`config.mk`:
```
export PLATFORM = sky130hd
export DESIGN_NAME = wf_stream_loader
export DESIGN_NICKNAME = d
export VERILOG_FILES = /design/src/rtl/wf_stream_loader.sv
export SDC_FILE = /design/constraint.sdc
export NUM_CORES = 1
export LEC_CHECK = 0
export CORE_ASPECT_RATIO = 1.75
export CORE_UTILIZATION = 60
export CTS_CLUSTER_DIAMETER = 150
export DETAILED_ROUTE_END_ITERATION = 10
export PLACE_DENSITY = 0.89
export SLEW_MARGIN = 20
export SYNTH_ARGS = -nofsm -noshare
export SYNTH_HDL_FRONTEND = slang
export SYNTH_SLANG_ARGS = --single-unit
```
`constraint.sdc`:
```
create_clock -name clk_in1 -period 11 [get_ports clk_in1]
set_clock_uncertainty 0.15 [all_clocks]
set_input_delay 2.2 -clock clk_in1 [delete_from_list [all_inputs] [get_ports clk_in1]]
set_output_delay 2.2 -clock clk_in1 [all_outputs]
set_load 0.02 [all_outputs]
```
`src/rtl/wf_stream_loader.sv`:
```
// AXI-Stream loader: latches a waveform parameter word, handshakes init with waveform_stream,
// then captures N DDS I/Q samples through a small skid FIFO and streams them out with tlast.
module wf_stream_loader #(
  parameter int unsigned FIFO_DEPTH = 16,
  parameter int unsigned LEN_WIDTH  = 16
) (
  input  logic         clk_in1,
  input  logic         aresetn,
  input  logic         start,
  input  logic [127:0] cfg_parameters,
  input  logic [15:0]  src_i,
  input  logic [15:0]  src_q,
  input  logic         src_valid,
  output logic [127:0] waveform_parameters,
  output logic         init_wf_write,
  input  logic         wf_write_ready,
  output logic [31:0]  wfin_axis_tdata,
  output logic         wfin_axis_tvalid,
  output logic         wfin_axis_tlast,
  output logic [3:0]   wfin_axis_tkeep,
  input  logic         wfin_axis_tready,
  output logic         busy,
  output logic         done,
  output logic         overflow
);

  localparam int unsigned AW = $clog2(FIFO_DEPTH);

  localparam logic [1:0] StIdle   = 2'd0;
  localparam logic [1:0] StInit   = 2'd1;
  localparam logic [1:0] StStream = 2'd2;

  logic [1:0]           state_q, state_d;
  logic [127:0]         params_q, params_d;
  logic [LEN_WIDTH-1:0] len_q, len_d;
  logic [LEN_WIDTH-1:0] cap_cnt_q, cap_cnt_d;
  logic [LEN_WIDTH-1:0] out_cnt_q, out_cnt_d;
  logic [LEN_WIDTH-1:0] len_m1;
  logic                 overflow_q, overflow_d;
  logic                 done_q, done_d;

  logic [31:0]          mem_q [FIFO_DEPTH];
  logic [AW-1:0]        wr_ptr_q, wr_ptr_d;
  logic [AW-1:0]        rd_ptr_q, rd_ptr_d;
  logic [AW:0]          count_q, count_d;

  logic fifo_empty, fifo_full;
  logic want_push, push, pop, last_beat;

  assign fifo_empty = (count_q == '0);
  assign fifo_full  = (count_q == (AW+1)'(FIFO_DEPTH));
  assign len_m1     = len_q - LEN_WIDTH'(1);

  // A pop in the same cycle frees a slot, so a full FIFO can still accept the push.
  assign pop       = !fifo_empty && wfin_axis_tready;
  assign want_push = (state_q == StStream) && src_valid && (cap_cnt_q < len_q);
  assign push      = want_push && (!fifo_full || pop);
  assign last_beat = pop && (out_cnt_q == len_m1);

  always_comb begin
    state_d    = state_q;
    params_d   = params_q;
    len_d      = len_q;
    cap_cnt_d  = cap_cnt_q;
    out_cnt_d  = out_cnt_q;
    overflow_d = overflow_q;
    done_d     = 1'b0;
    wr_ptr_d   = wr_ptr_q;
    rd_ptr_d   = rd_ptr_q;
    count_d    = count_q;

    case (state_q)
      StIdle: begin
        if (start) begin
          params_d   = cfg_parameters;
          len_d      = cfg_parameters[LEN_WIDTH-1:0];
          overflow_d = 1'b0;
          cap_cnt_d  = '0;
          out_cnt_d  = '0;
          wr_ptr_d   = '0;
          rd_ptr_d   = '0;
          count_d    = '0;
          if (cfg_parameters[LEN_WIDTH-1:0] == '0) begin
            done_d = 1'b1;
          end else begin
            state_d = StInit;
          end
        end
      end
      StInit: begin
        if (wf_write_ready) begin
          state_d = StStream;
        end
      end
      StStream: begin
        if (want_push && !push) begin
          overflow_d = 1'b1;
        end
        if (push) begin
          cap_cnt_d = cap_cnt_q + LEN_WIDTH'(1);
          wr_ptr_d  = wr_ptr_q + AW'(1);
        end
        if (pop) begin
          out_cnt_d = out_cnt_q + LEN_WIDTH'(1);
          rd_ptr_d  = rd_ptr_q + AW'(1);
        end
        case ({push, pop})
          2'b10:   count_d = count_q + (AW+1)'(1);
          2'b01:   count_d = count_q - (AW+1)'(1);
          default: count_d = count_q;
        endcase
        if (last_beat) begin
          state_d = StIdle;
          done_d  = 1'b1;
        end
      end
      default: state_d = StIdle;
    endcase
  end

  always_ff @(posedge clk_in1 or negedge aresetn) begin
    if (!aresetn) begin
      state_q    <= StIdle;
      params_q   <= '0;
      len_q      <= '0;
      cap_cnt_q  <= '0;
      out_cnt_q  <= '0;
      overflow_q <= 1'b0;
      done_q     <= 1'b0;
      wr_ptr_q   <= '0;
      rd_ptr_q   <= '0;
      count_q    <= '0;
    end else begin
      state_q    <= state_d;
      params_q   <= params_d;
      len_q      <= len_d;
      cap_cnt_q  <= cap_cnt_d;
      out_cnt_q  <= out_cnt_d;
      overflow_q <= overflow_d;
      done_q     <= done_d;
      wr_ptr_q   <= wr_ptr_d;
      rd_ptr_q   <= rd_ptr_d;
      count_q    <= count_d;
    end
  end

  // Storage needs no reset; occupancy alone decides what is visible.
  always_ff @(posedge clk_in1) begin
    if (push) begin
      mem_q[wr_ptr_q] <= {src_q, src_i};
    end
  end

  assign wfin_axis_tvalid    = !fifo_empty;
  assign wfin_axis_tdata     = fifo_empty ? 32'h0 : mem_q[rd_ptr_q];
  assign wfin_axis_tkeep     = fifo_empty ? 4'h0 : 4'hF;
  assign wfin_axis_tlast     = !fifo_empty && (out_cnt_q == len_m1);
  assign init_wf_write       = (state_q == StInit);
  assign busy                = (state_q != StIdle);
  assign done                = done_q;
  assign overflow            = overflow_q;
  assign waveform_parameters = params_q;

endmodule

```
======== Word-level counts from Yosys, hierarchy flattened ========
Memory sizes are Yosys's and may differ from the RTL's.
Index checks and enable logic that the tools add are counted.
storage, ports and cells
  register bits ........................... 193
  RAM bits ................................ 512
  input bits .............................. 166
  output and inout port bits .............. 170
  logic and storage cells ................. 84
  memories kept ........................... 1
operators by class
  $add $sub $neg .......................... 7
  magnitude comparators ................... 1
  eq/ne operators ......................... 14
  mux-type cells .......................... 29
  reduce and logical (&&, ||, !) cells .... 22
memories
  name   depth  width  rd ports  clocked after Yosys merged registers in  wr ports  RTL line  source
  mem_q  16     32     1         0                                        1         42        logic [31:0] mem_q [FIFO_DEPTH];
operator list
  operator                                                               count
  16-bit case mux with 2 select lines                                    2
  16-bit two-way mux                                                     3
  16-bit by 1-bit adder with 16-bit output, second input constant        2
  32-bit two-way mux                                                     1
  5-bit case mux with 2 select lines                                     2
  16-bit equality test                                                   1
  16-bit zero test                                                       1
  16-bit less-than comparator                                            1
  4-bit two-way mux                                                      4
  4-bit case mux with 2 select lines                                     2
  16-bit by 1-bit subtractor with 16-bit output, second input constant   1
  3-bit AND reduction                                                    4
  2-bit inequality test, second input constant                           5
  4-bit by 1-bit adder with 4-bit output, second input constant          2
  2-bit two-way mux                                                      4
  1-bit logical AND                                                      7
  1-bit two-way mux                                                      7
  2-bit case mux with 3 select lines                                     1
  5-bit by 1-bit adder with 5-bit output, second input constant          1
  5-bit equality test, second input constant                             1
  5-bit zero test                                                        1
  5-bit two-way mux                                                      1
  5-bit by 1-bit subtractor with 5-bit output, second input constant     1
  2-bit by 1-bit equality test with 1-bit output, second input constant  2
  other kinds (10)                                                       16

======== Logic depth before layout (Yosys ltp) ========
Gate-level depths: netlist of run 1.
  depth after elaboration ................. 9
  gate-level depth with buffers ........... 17
  mapped depth without buffers ............ 16

======== Least setup slack after synthesis of run 1 ========
Ideal clock, no wire load.
  path type ............................... input to register
  from .................................... in src_valid
  to ...................................... mem mem_q[3][0], enable pin
  setup time .............................. 0.502 ns
  arrival ................................. 6.631 ns
  data required time ...................... 10.348 ns
  path slack .............................. 3.717 ns
  stages .................................. 6
  path through ............................ nand3b_1 a221o_1 or4_1 clkbuf_1 clkbuf_1 nor4_1
between the ends
  cells in the longest elaborated chain, start to end .. 5
ends and longest elaborated chain
  item                                     RTL line  source
  from (decl)                              13        input logic src_valid,
  1-bit logical AND (2 in a row)           56        assign want_push = (state_q == StStream) && src_valid && (cap_cnt_q < len_q);
  1-bit logical AND                        57        assign push = want_push && (!fifo_full || pop);
  1-bit two-way mux                        149       if (push) begin
  1-bit two-way mux (not written as such)  150       mem_q[wr_ptr_q] <= {src_q, src_i};
  to (decl)                                42
Every way passes these cells.

======== Worst setup path after layout of run 1 ========
  from .................................... reg rd_ptr_q[1]
  to ...................................... out wfin_axis_tdata[7]
between the ends
  cells in the longest elaborated chain, start to end .. 2
ends and longest elaborated chain
  item                     RTL line  source
  from (decl)              44        logic [AW-1:0] rd_ptr_q, rd_ptr_d;
  from (signal assigned)   142       rd_ptr_q <= rd_ptr_d;
  memory read 16 x 32 bit  n/a
  32-bit two-way mux       155       assign wfin_axis_tdata = fifo_empty ? 32'h0 : mem_q[rd_ptr_q];
  to (decl)                17        output logic [31:0] wfin_axis_tdata,
Every way passes these cells.

==> impl_metrics.env, run 1 <==
export IMPL_worstSetupEndpointType="primary output"
export IMPL_synth_adder_area_share_pct=1.23
export IMPL_ctsHoldBuffers=0
export IMPL_path_class="reg2out"
export IMPL_rr_startpoint="waveform_parameters[13]$_DFFE_PN0P_"
export IMPL_multiInputGateArea_um2=7740
export IMPL_start_util_pct=60.7
export IMPL_synth_fp_nets=2140
export IMPL_synth_top_family_by_area="multiplexers"
export IMPL_yosys_area_share_simple_pct=9.72
export IMPL_antenna_found_initial=2
export IMPL_yosysTopAreaCell="edfxtp_1"
export IMPL_num_nets_final=2461
export IMPL_dp_cells=2790
export IMPL_r2r_setup_slack_ns=6.63
export IMPL_p_leak_nw=12.0
export IMPL_busiest_layer="met2"
export IMPL_yosysUniqueCellTypes=65
export IMPL_drv_cap=0
export IMPL_regArea_um2=19800
export IMPL_layout_drive_gt1_share_pct=9.77
export IMPL_outcome="finished with violations"
export IMPL_cts_root_buffer="clkbuf_16"
export IMPL_cp_slowest_cell="dfrtp_2"
export IMPL_drt_iter0_drc=1724
export IMPL_synth_seq_area_share_pct=70.8
export IMPL_wl_um=70200
export IMPL_die_w_um=165
export IMPL_reg2reg_depth=16
export IMPL_cts_max_path_buffers=3
export IMPL_tightest_slew_ns=1.10
export IMPL_cp_buffers_inverters=2
export IMPL_final_antenna_net_count=0
export IMPL_dpl_hpwl_um=41500
export IMPL_htree_levels=2
export IMPL_crit_chain="nand2_2, buf_4, nor2_1, nor2_1, o21ai_0, o22ai_1, a211oi_1, clkdlybuf4s50_1"
export IMPL_grt_pass1_vias=18500
export IMPL_holdCritPathClass="reg2reg"
export IMPL_cpPeakStageDelay_ns=0.93
export IMPL_violations="DRC"
export IMPL_synth_edff_count=512
export IMPL_cts_resized=0
export IMPL_fill_cells=2539
export IMPL_hold_viol_final=0
export IMPL_cts_setup_buffers=0
export IMPL_dr_pass1_iters=11
export IMPL_crit_family="buffers and inverters"
export IMPL_crit_arrival_ns=4.42
export IMPL_yosys_register_bits=689
export IMPL_grt_overflow=0
export IMPL_cts_tree="yes"
export IMPL_cts_sinks=689
export IMPL_syn_area_um2=28000
export IMPL_cp_max_fo=46
export IMPL_vias=17800
export IMPL_slew_headroom_pct=26.5
export IMPL_setup_viol=0
export IMPL_dieHeight_um=288
export IMPL_viasPerCell=6.14
export IMPL_synth_xor_area_share_pct=1.60
export IMPL_grt_max_degree=110
export IMPL_yosysWarningCount=0
export IMPL_netlist_area_leader_share_pct=55.0
export IMPL_max_vdd_ir_drop_v=0.000176
export IMPL_syn2layout_area_growth_pct=21.5
export IMPL_synthFlopType="edfxtp_1"
export IMPL_path_depth=8
export IMPL_grt_pass1_wl_um=103000
export IMPL_synthMuxAreaShare_pct=9.92
export IMPL_rows=104
export IMPL_io_buffers=335
export IMPL_drv_slew=0
export IMPL_cp_common_cell="nor2_1"
export IMPL_fmax_mhz=148
export IMPL_met2_usage_pct=52.6
export IMPL_use_met3_pct=5.13
export IMPL_syn_inst=1947
export IMPL_drc=108
export IMPL_cts_made_buffers=57
export IMPL_reg2reg_to="count_q[4]$_DFFE_PN0P_"
export IMPL_top_level_ports=336
export IMPL_crit_start="rd_ptr_q[1]$_DFFE_PN0P_"
export IMPL_die_area_um2=47500
export IMPL_grt_util_met1_pct=32.3
export IMPL_power_density_nw_per_um2=231
export IMPL_gp_congestion=0.872
export IMPL_wl_per_cell_um=24.2
export IMPL_critPathRequiredTime_ns=8.65
export IMPL_grt_use_total_pct=29.6
export IMPL_crit_path_start_kind="register"
export IMPL_clock_latency_ns=0.61
export IMPL_tns_ns=0
export IMPL_clkTransAtPathRegs_ns=0.06
export IMPL_fin_crit_sh_pct=61.5
export IMPL_fin_crit_ns=6.77
export IMPL_rsz0062_at_grt="false"
export IMPL_crit_end="wfin_axis_tdata[7]"
export IMPL_async_flop_share_pct=25.7
export IMPL_synth_area_leaders="edfxtp_1 55%, dfrtp_1 16%, nand2_1 5.5%"
export IMPL_synth_compound_area_share_pct=4.81
export IMPL_fin_cells=2899
export IMPL_core_area_um2=46100
export IMPL_synth_area_per_cell_um2=14.4
==> synthesized netlist by cell type, drive strengths merged, types with 26 or more instances <==
library cell	number
o21ai	65
nor2	120
clkbuf	77
a211oi	34
buf	27
xnor2	30
inv	35
o22ai	35
nand2	413
mux2i	131
o221ai	32
ha	26
edfxtp	512
dfrtp	177
mux4	64
==> worst register-to-register path, cell delays in order (launching register included) <==
cell and delay, ns:
dfrtp_1 0.48, inv_1 0.13, ha_1 0.31, and4_1 0.24, nand2_1 0.11, a2111oi_0 0.72
nor3_2 0.08, buf_4 0.24, nor3_1 0.46, ha_1 0.36, nor2b_1 0.14, o21ai_1 0.16
nor2b_1 0.26, nand4_1 0.12, mux2i_1 0.15, o21ai_1 0.08, o21ai_1 0.10
==> through the flow <==
step / util [%] / instance area (µm²) / worst slack, ns / power (mW) / hold slack [ns]
6_report: 73.8 / 34000 / 4.23 / 7.85 / 0.324
5_1_grt: 73.8 / 34000 / 4.09 / 8.17 / 0.335
4_1_cts: 73.7 / 33900 / 3.66 / 7.86 / 0.328
3_5_place_dp: 69.4 / 32000 / 4.35 / 5.79 / 0.312
3_3_place_gp: 69.4 / 32000 / 4.40 / 5.71 / 0.305
2_1_floorplan: - / 28000 / 3.72 / 4.73 / 0.340
==> registers in the layout, indices dropped and copies added (netlist names) <==
signal and cells:
waveform_parameters 128, out_cnt_q 16, rd_ptr_q 4, count_q 5, mem_q 512, overflow 1
wr_ptr_q 4, cap_cnt_q 16, done 1, state_q 2
==> logic make-up (layout without fill, tap and decap cells) <==
group           after synthesis  after routing
compound gates              200            200
buf+inv                     139            506
flops                       689            689
simple gates                644            644
fa+ha+maj                    27             27
other cells                   0              2
mux                         197            197
xor+xnor                     51             51
==> worst min-delay path by stage <==
stage | from | endpoint | slack [ns] | cells past startpoint
after floorplan | cap_cnt_q[0]$_DFFE_PN0P_ | cap_cnt_q[0]$_DFFE_PN0P_ | 0.34 | 1
after global placement | waveform_parameters[88]$_DFFE_PN0P_ | waveform_parameters[88]$_DFFE_PN0P_ | 0.31 | 2
after detailed placement | waveform_parameters[68]$_DFFE_PN0P_ | waveform_parameters[68]$_DFFE_PN0P_ | 0.31 | 2
after CTS | waveform_parameters[68]$_DFFE_PN0P_ | waveform_parameters[68]$_DFFE_PN0P_ | 0.33 | 2
after global routing | waveform_parameters[37]$_DFFE_PN0P_ | waveform_parameters[37]$_DFFE_PN0P_ | 0.33 | 2
final | waveform_parameters[88]$_DFFE_PN0P_ | waveform_parameters[88]$_DFFE_PN0P_ | 0.32 | 2
==> cell usage in the layout (no fill, tap or decap), types with 5 or more instances in the layout <==
cell | synthesis | final
edfxtp_1 | 512 | 512
nand2_1 | 413 | 411
clkdlybuf4s50_1 | 0 | 334
dfrtp_1 | 177 | 174
mux2i_1 | 131 | 131
nor2_1 | 119 | 114
mux4_2 | 64 | 64
clkbuf_16 | 0 | 58
o22ai_1 | 34 | 34
o21ai_0 | 33 | 33
a211oi_1 | 33 | 33
inv_1 | 32 | 32
o21ai_1 | 32 | 32
o221ai_1 | 32 | 32
xnor2_1 | 30 | 30
ha_1 | 26 | 26
buf_4 | 4 | 26
xor2_1 | 21 | 21
nand3_1 | 19 | 19
nand4_1 | 16 | 16
clkinv_2 | 0 | 14
nor3_1 | 10 | 10
nor4_1 | 17 | 9
nor4_2 | 0 | 8
a21oi_1 | 7 | 7
nor2b_1 | 7 | 7
clkbuf_1 | 77 | 7
bufinv_16 | 0 | 7
or4_1 | 6 | 6
clkinv_1 | 0 | 6
a21o_1 | 5 | 5
nor2_4 | 0 | 5
a22o_1 | 5 | 5
clkinvlp_4 | 0 | 5
==> area by class of cell <==
| type | instances | area share, % |
|---|---|---|
| flip-flops and latches | 689 | 58.3 |
| multi-input cells | 1119 | 22.8 |
| repair buffers | 366 | 10.7 |
| clock buffers | 70 | 4.53 |
| well taps | 583 | 2.15 |
| clock inverters | 35 | 1.19 |
| inverters | 35 | 0.386 |
| diodes | 2 | 0.0147 |
==> routing by layer <==
metal  vias up  wire length, µm
li1       7825                -
met1      8686            22900
met2      1046            36700
met3       238             6500
met4         0             4090
met5         -                0
==> report_power, final <==
part / internal [mW] / leakage (nW) / switching, mW / total [mW]
logic: 1.09 / 4.24 / 1.38 / 2.48
registers: 3.07 / 6.86 / 0.220 / 3.29
clock network: 1.17 / 0.943 / 0.917 / 2.08
Note: power is estimated with default switching activity, not from simulation.
==> run 2: changes to the inputs <==
--- a/config.mk
+++ b/config.mk
@@ -6,10 +6,10 @@
 export NUM_CORES = 1
 export LEC_CHECK = 0
 export CORE_ASPECT_RATIO = 1.75
-export CORE_UTILIZATION = 60
+export CORE_UTILIZATION = 50
 export CTS_CLUSTER_DIAMETER = 150
 export DETAILED_ROUTE_END_ITERATION = 10
-export PLACE_DENSITY = 0.89
+export PLACE_DENSITY = 0.8
 export SLEW_MARGIN = 20
 export SYNTH_ARGS = -nofsm -noshare
 export SYNTH_HDL_FRONTEND = slang
==> constraint.sdc (replaced) <==
create_clock -name clk_in1 -period 5.5 [get_ports clk_in1]
set_clock_uncertainty 0.15 [all_clocks]
set_input_delay 1.1 -clock clk_in1 [delete_from_list [all_inputs] [get_ports clk_in1]]
set_output_delay 1.1 -clock clk_in1 [all_outputs]
set_load 0.02 [all_outputs]
==> run 2 against run 1 <==
  * The flow now finishes without violations
  * Flip-flop and latch count unchanged
  * Power up 100%
  * Final cell count up 4.4%
  * Register-to-register slack worse by 5.3 ns
  * Utilization down 12 points
  * Largest cell class unchanged
==> impl_metrics.env, run 2 (synthesis gave the netlist of run 1 again) <==
export IMPL_grt_pass1_vias=18100
export IMPL_wl_per_cell_um=22.4
export IMPL_drc=0
export IMPL_slew_headroom_pct=32.9
export IMPL_syn2layout_area_growth_pct=22.4
export IMPL_fill_cells=3956
export IMPL_die_area_um2=56900
export IMPL_clock_latency_ns=0.62
export IMPL_holdWs_ns=0.271
export IMPL_crit_arrival_ns=3.97
export IMPL_cts_tree="yes"
export IMPL_final_antenna_net_count=0
export IMPL_crit_family="simple AND/OR/NAND/NOR gates"
export IMPL_tns_ns=0
export IMPL_pwr_share_clk_pct=26.7
export IMPL_comb_power_share_pct=31.4
export IMPL_critPathRequiredTime_ns=4.25
export IMPL_cts_max_path_buffers=3
export IMPL_cts_resized=1
export IMPL_fin_crit_ns=5.22
export IMPL_cts_setup_buffers=0
export IMPL_wl_um=67800
export IMPL_hold_viol_final=0
export IMPL_worstSetupEndpointType="primary output"
export IMPL_outcome="completed"
export IMPL_dieHeight_um=315
export IMPL_gp_congestion=0.859
export IMPL_path_class="reg2out"
export IMPL_num_nets_final=2473
export IMPL_core_area_um2=55200
export IMPL_cp_slowest_cell="or4_4"
export IMPL_antenna_found_initial=4
export IMPL_start_util_pct=50.7
export IMPL_p_sw_mw=5.04
export IMPL_holdCritPathClass="in2async"
export IMPL_clkTransAtPathRegs_ns=0.06
export IMPL_cp_buffers_inverters=1
export IMPL_setup_viol=0
export IMPL_drv_cap=0
export IMPL_fin_crit_sh_pct=94.9
export IMPL_cts_sinks=689
export IMPL_drt_iter0_drc=1247
export IMPL_grt_use_total_pct=24.0
export IMPL_dpl_hpwl_um=41700
export IMPL_rows=114
export IMPL_vias=17400
export IMPL_cts_made_buffers=59
export IMPL_p_leak_nw=12.1
export IMPL_tightest_slew_ns=1.01
export IMPL_grt_pass1_wl_um=103000
export IMPL_grt_max_degree=178
export IMPL_drv_slew=0
export IMPL_crit_chain="or4_4, or4_4, or4_1, a22o_1, nor4b_2, nand3_1, nor2_1, dlygate4sd2_1"
export IMPL_netSwitchingFraction_pct=32.1
export IMPL_top_level_ports=336
export IMPL_crit_path_start_kind="register"
export IMPL_layout_drive_gt1_share_pct=10.4
export IMPL_cp_max_fo=7
export IMPL_rsz0062_at_grt="false"
export IMPL_power_density_nw_per_um2=459
export IMPL_seq_power_share_pct=41.9
export IMPL_fmax_mhz=192
export IMPL_grt_overflow=0
export IMPL_viasPerCell=5.75
export IMPL_max_vdd_ir_drop_v=0.000370
export IMPL_htree_levels=2
export IMPL_die_w_um=181
export IMPL_dr_pass1_iters=6
export IMPL_io_buffers=335
export IMPL_ctsHoldBuffers=0
export IMPL_cpPeakStageDelay_ns=0.60
export IMPL_largest_reg_flops=512
export IMPL_largest_register="mem_q"
export IMPL_cts_root_buffer="clkbuf_16"
export IMPL_final_common_cell="edfxtp_1"
export IMPL_cp_common_cell="or4_4"
export IMPL_layout_common_cells="512 x edfxtp_1, 411 x nand2_1, 333 x clkdlybuf4s50_1, 174 x dfrtp_1, 131 x mux2i_1"
export IMPL_p_int_mw=10.7
==> run 2: power groups by stage <==
stage / clock network [mW] / registers [mW] / logic, mW
after global routing: 4.46 / 6.66 / 5.28
after global placement: 0 / 6.65 / 4.86
after CTS: 4.28 / 6.59 / 4.99
after detailed placement: 0 / 6.70 / 4.96
after floorplan: 0 / 7.11 / 2.35
final: 4.19 / 6.59 / 4.94
==> run 2: path summary, 6_finish.rpt <==
path	to	cells after the start	from	slack (ns)
setup / recovery	wfin_axis_tlast	8	waveform_parameters[6]$_DFFE_PN0P_	0.28
hold / removal	waveform_parameters[13]$_DFFE_PN0P_	1	aresetn	0.27
setup reg to reg	count_q[4]$_DFFE_PN0P_	15	waveform_parameters[13]$_DFFE_PN0P_	1.36
hold reg to reg	waveform_parameters[70]$_DFFE_PN0P_	2	waveform_parameters[70]$_DFFE_PN0P_	0.32
max in group asynchronous	waveform_parameters[79]$_DFFE_PN0P_	2	aresetn	3.78
min in group clk_in1	waveform_parameters[70]$_DFFE_PN0P_	2	waveform_parameters[70]$_DFFE_PN0P_	0.32
==> run 2: per-layer routing <==
| metal | up-vias | track usage [%] | share of wire [%] |
|---|---|---|---|
| met5 | - | 0 | 0.032 |
| met4 | 4 | 12.0 | 4.9 |
| met3 | 175 | 4.32 | 6.8 |
| met2 | 744 | 44.3 | 53 |
| met1 | 8638 | 26.3 | 35 |
| li1 | 7846 | - | - |
==> run 2: worst register-to-register path, cell delays in order, from the launching register on <==
cell and delay [ns]:
dfrtp_1 0.49, inv_1 0.18, ha_1 0.33, and4_1 0.25, nand2_1 0.11, a2111oi_0 0.54, nor3_2 0.22, nor3_1 0.44
inv_1 0.11, fa_1 0.42, nor2b_1 0.13, o21ai_1 0.09, nor2b_1 0.17, a31oi_1 0.20, o31a_1 0.16, o21ai_1 0.06
==> run 2: per-stage QoR <==
stage          instance area [µm²]  total power [mW]  utilization [%]  instances  setup WS [ns]
2_1_floorplan                28000              9.46                -       1947         -0.690
3_3_place_gp                 32300              11.5             58.5       2915          0.681
3_5_place_dp                 32300              11.7             58.5       2915          0.654
4_1_cts                      34200              15.9             62.0       3026          0.243
5_1_grt                      34300              16.4             62.1       3028          0.126
6_report                     34300              15.7             62.1       3028          0.281
==> run 2: final cells by class <==
| cell class | instances | area, µm² | area share (%) |
|---|---|---|---|
| Sequential cell | 689 | 19800 | 57.8 |
| Multi-Input combinational cell | 1119 | 7740 | 22.6 |
| Timing Repair Buffer | 376 | 3740 | 10.9 |
| Clock buffer | 67 | 1510 | 4.40 |
| Tap cell | 696 | 871 | 2.54 |
| Clock inverter | 44 | 455 | 1.33 |
| Inverter | 35 | 131 | 0.384 |
| Antenna cell | 2 | 5.00 | 0.0146 |
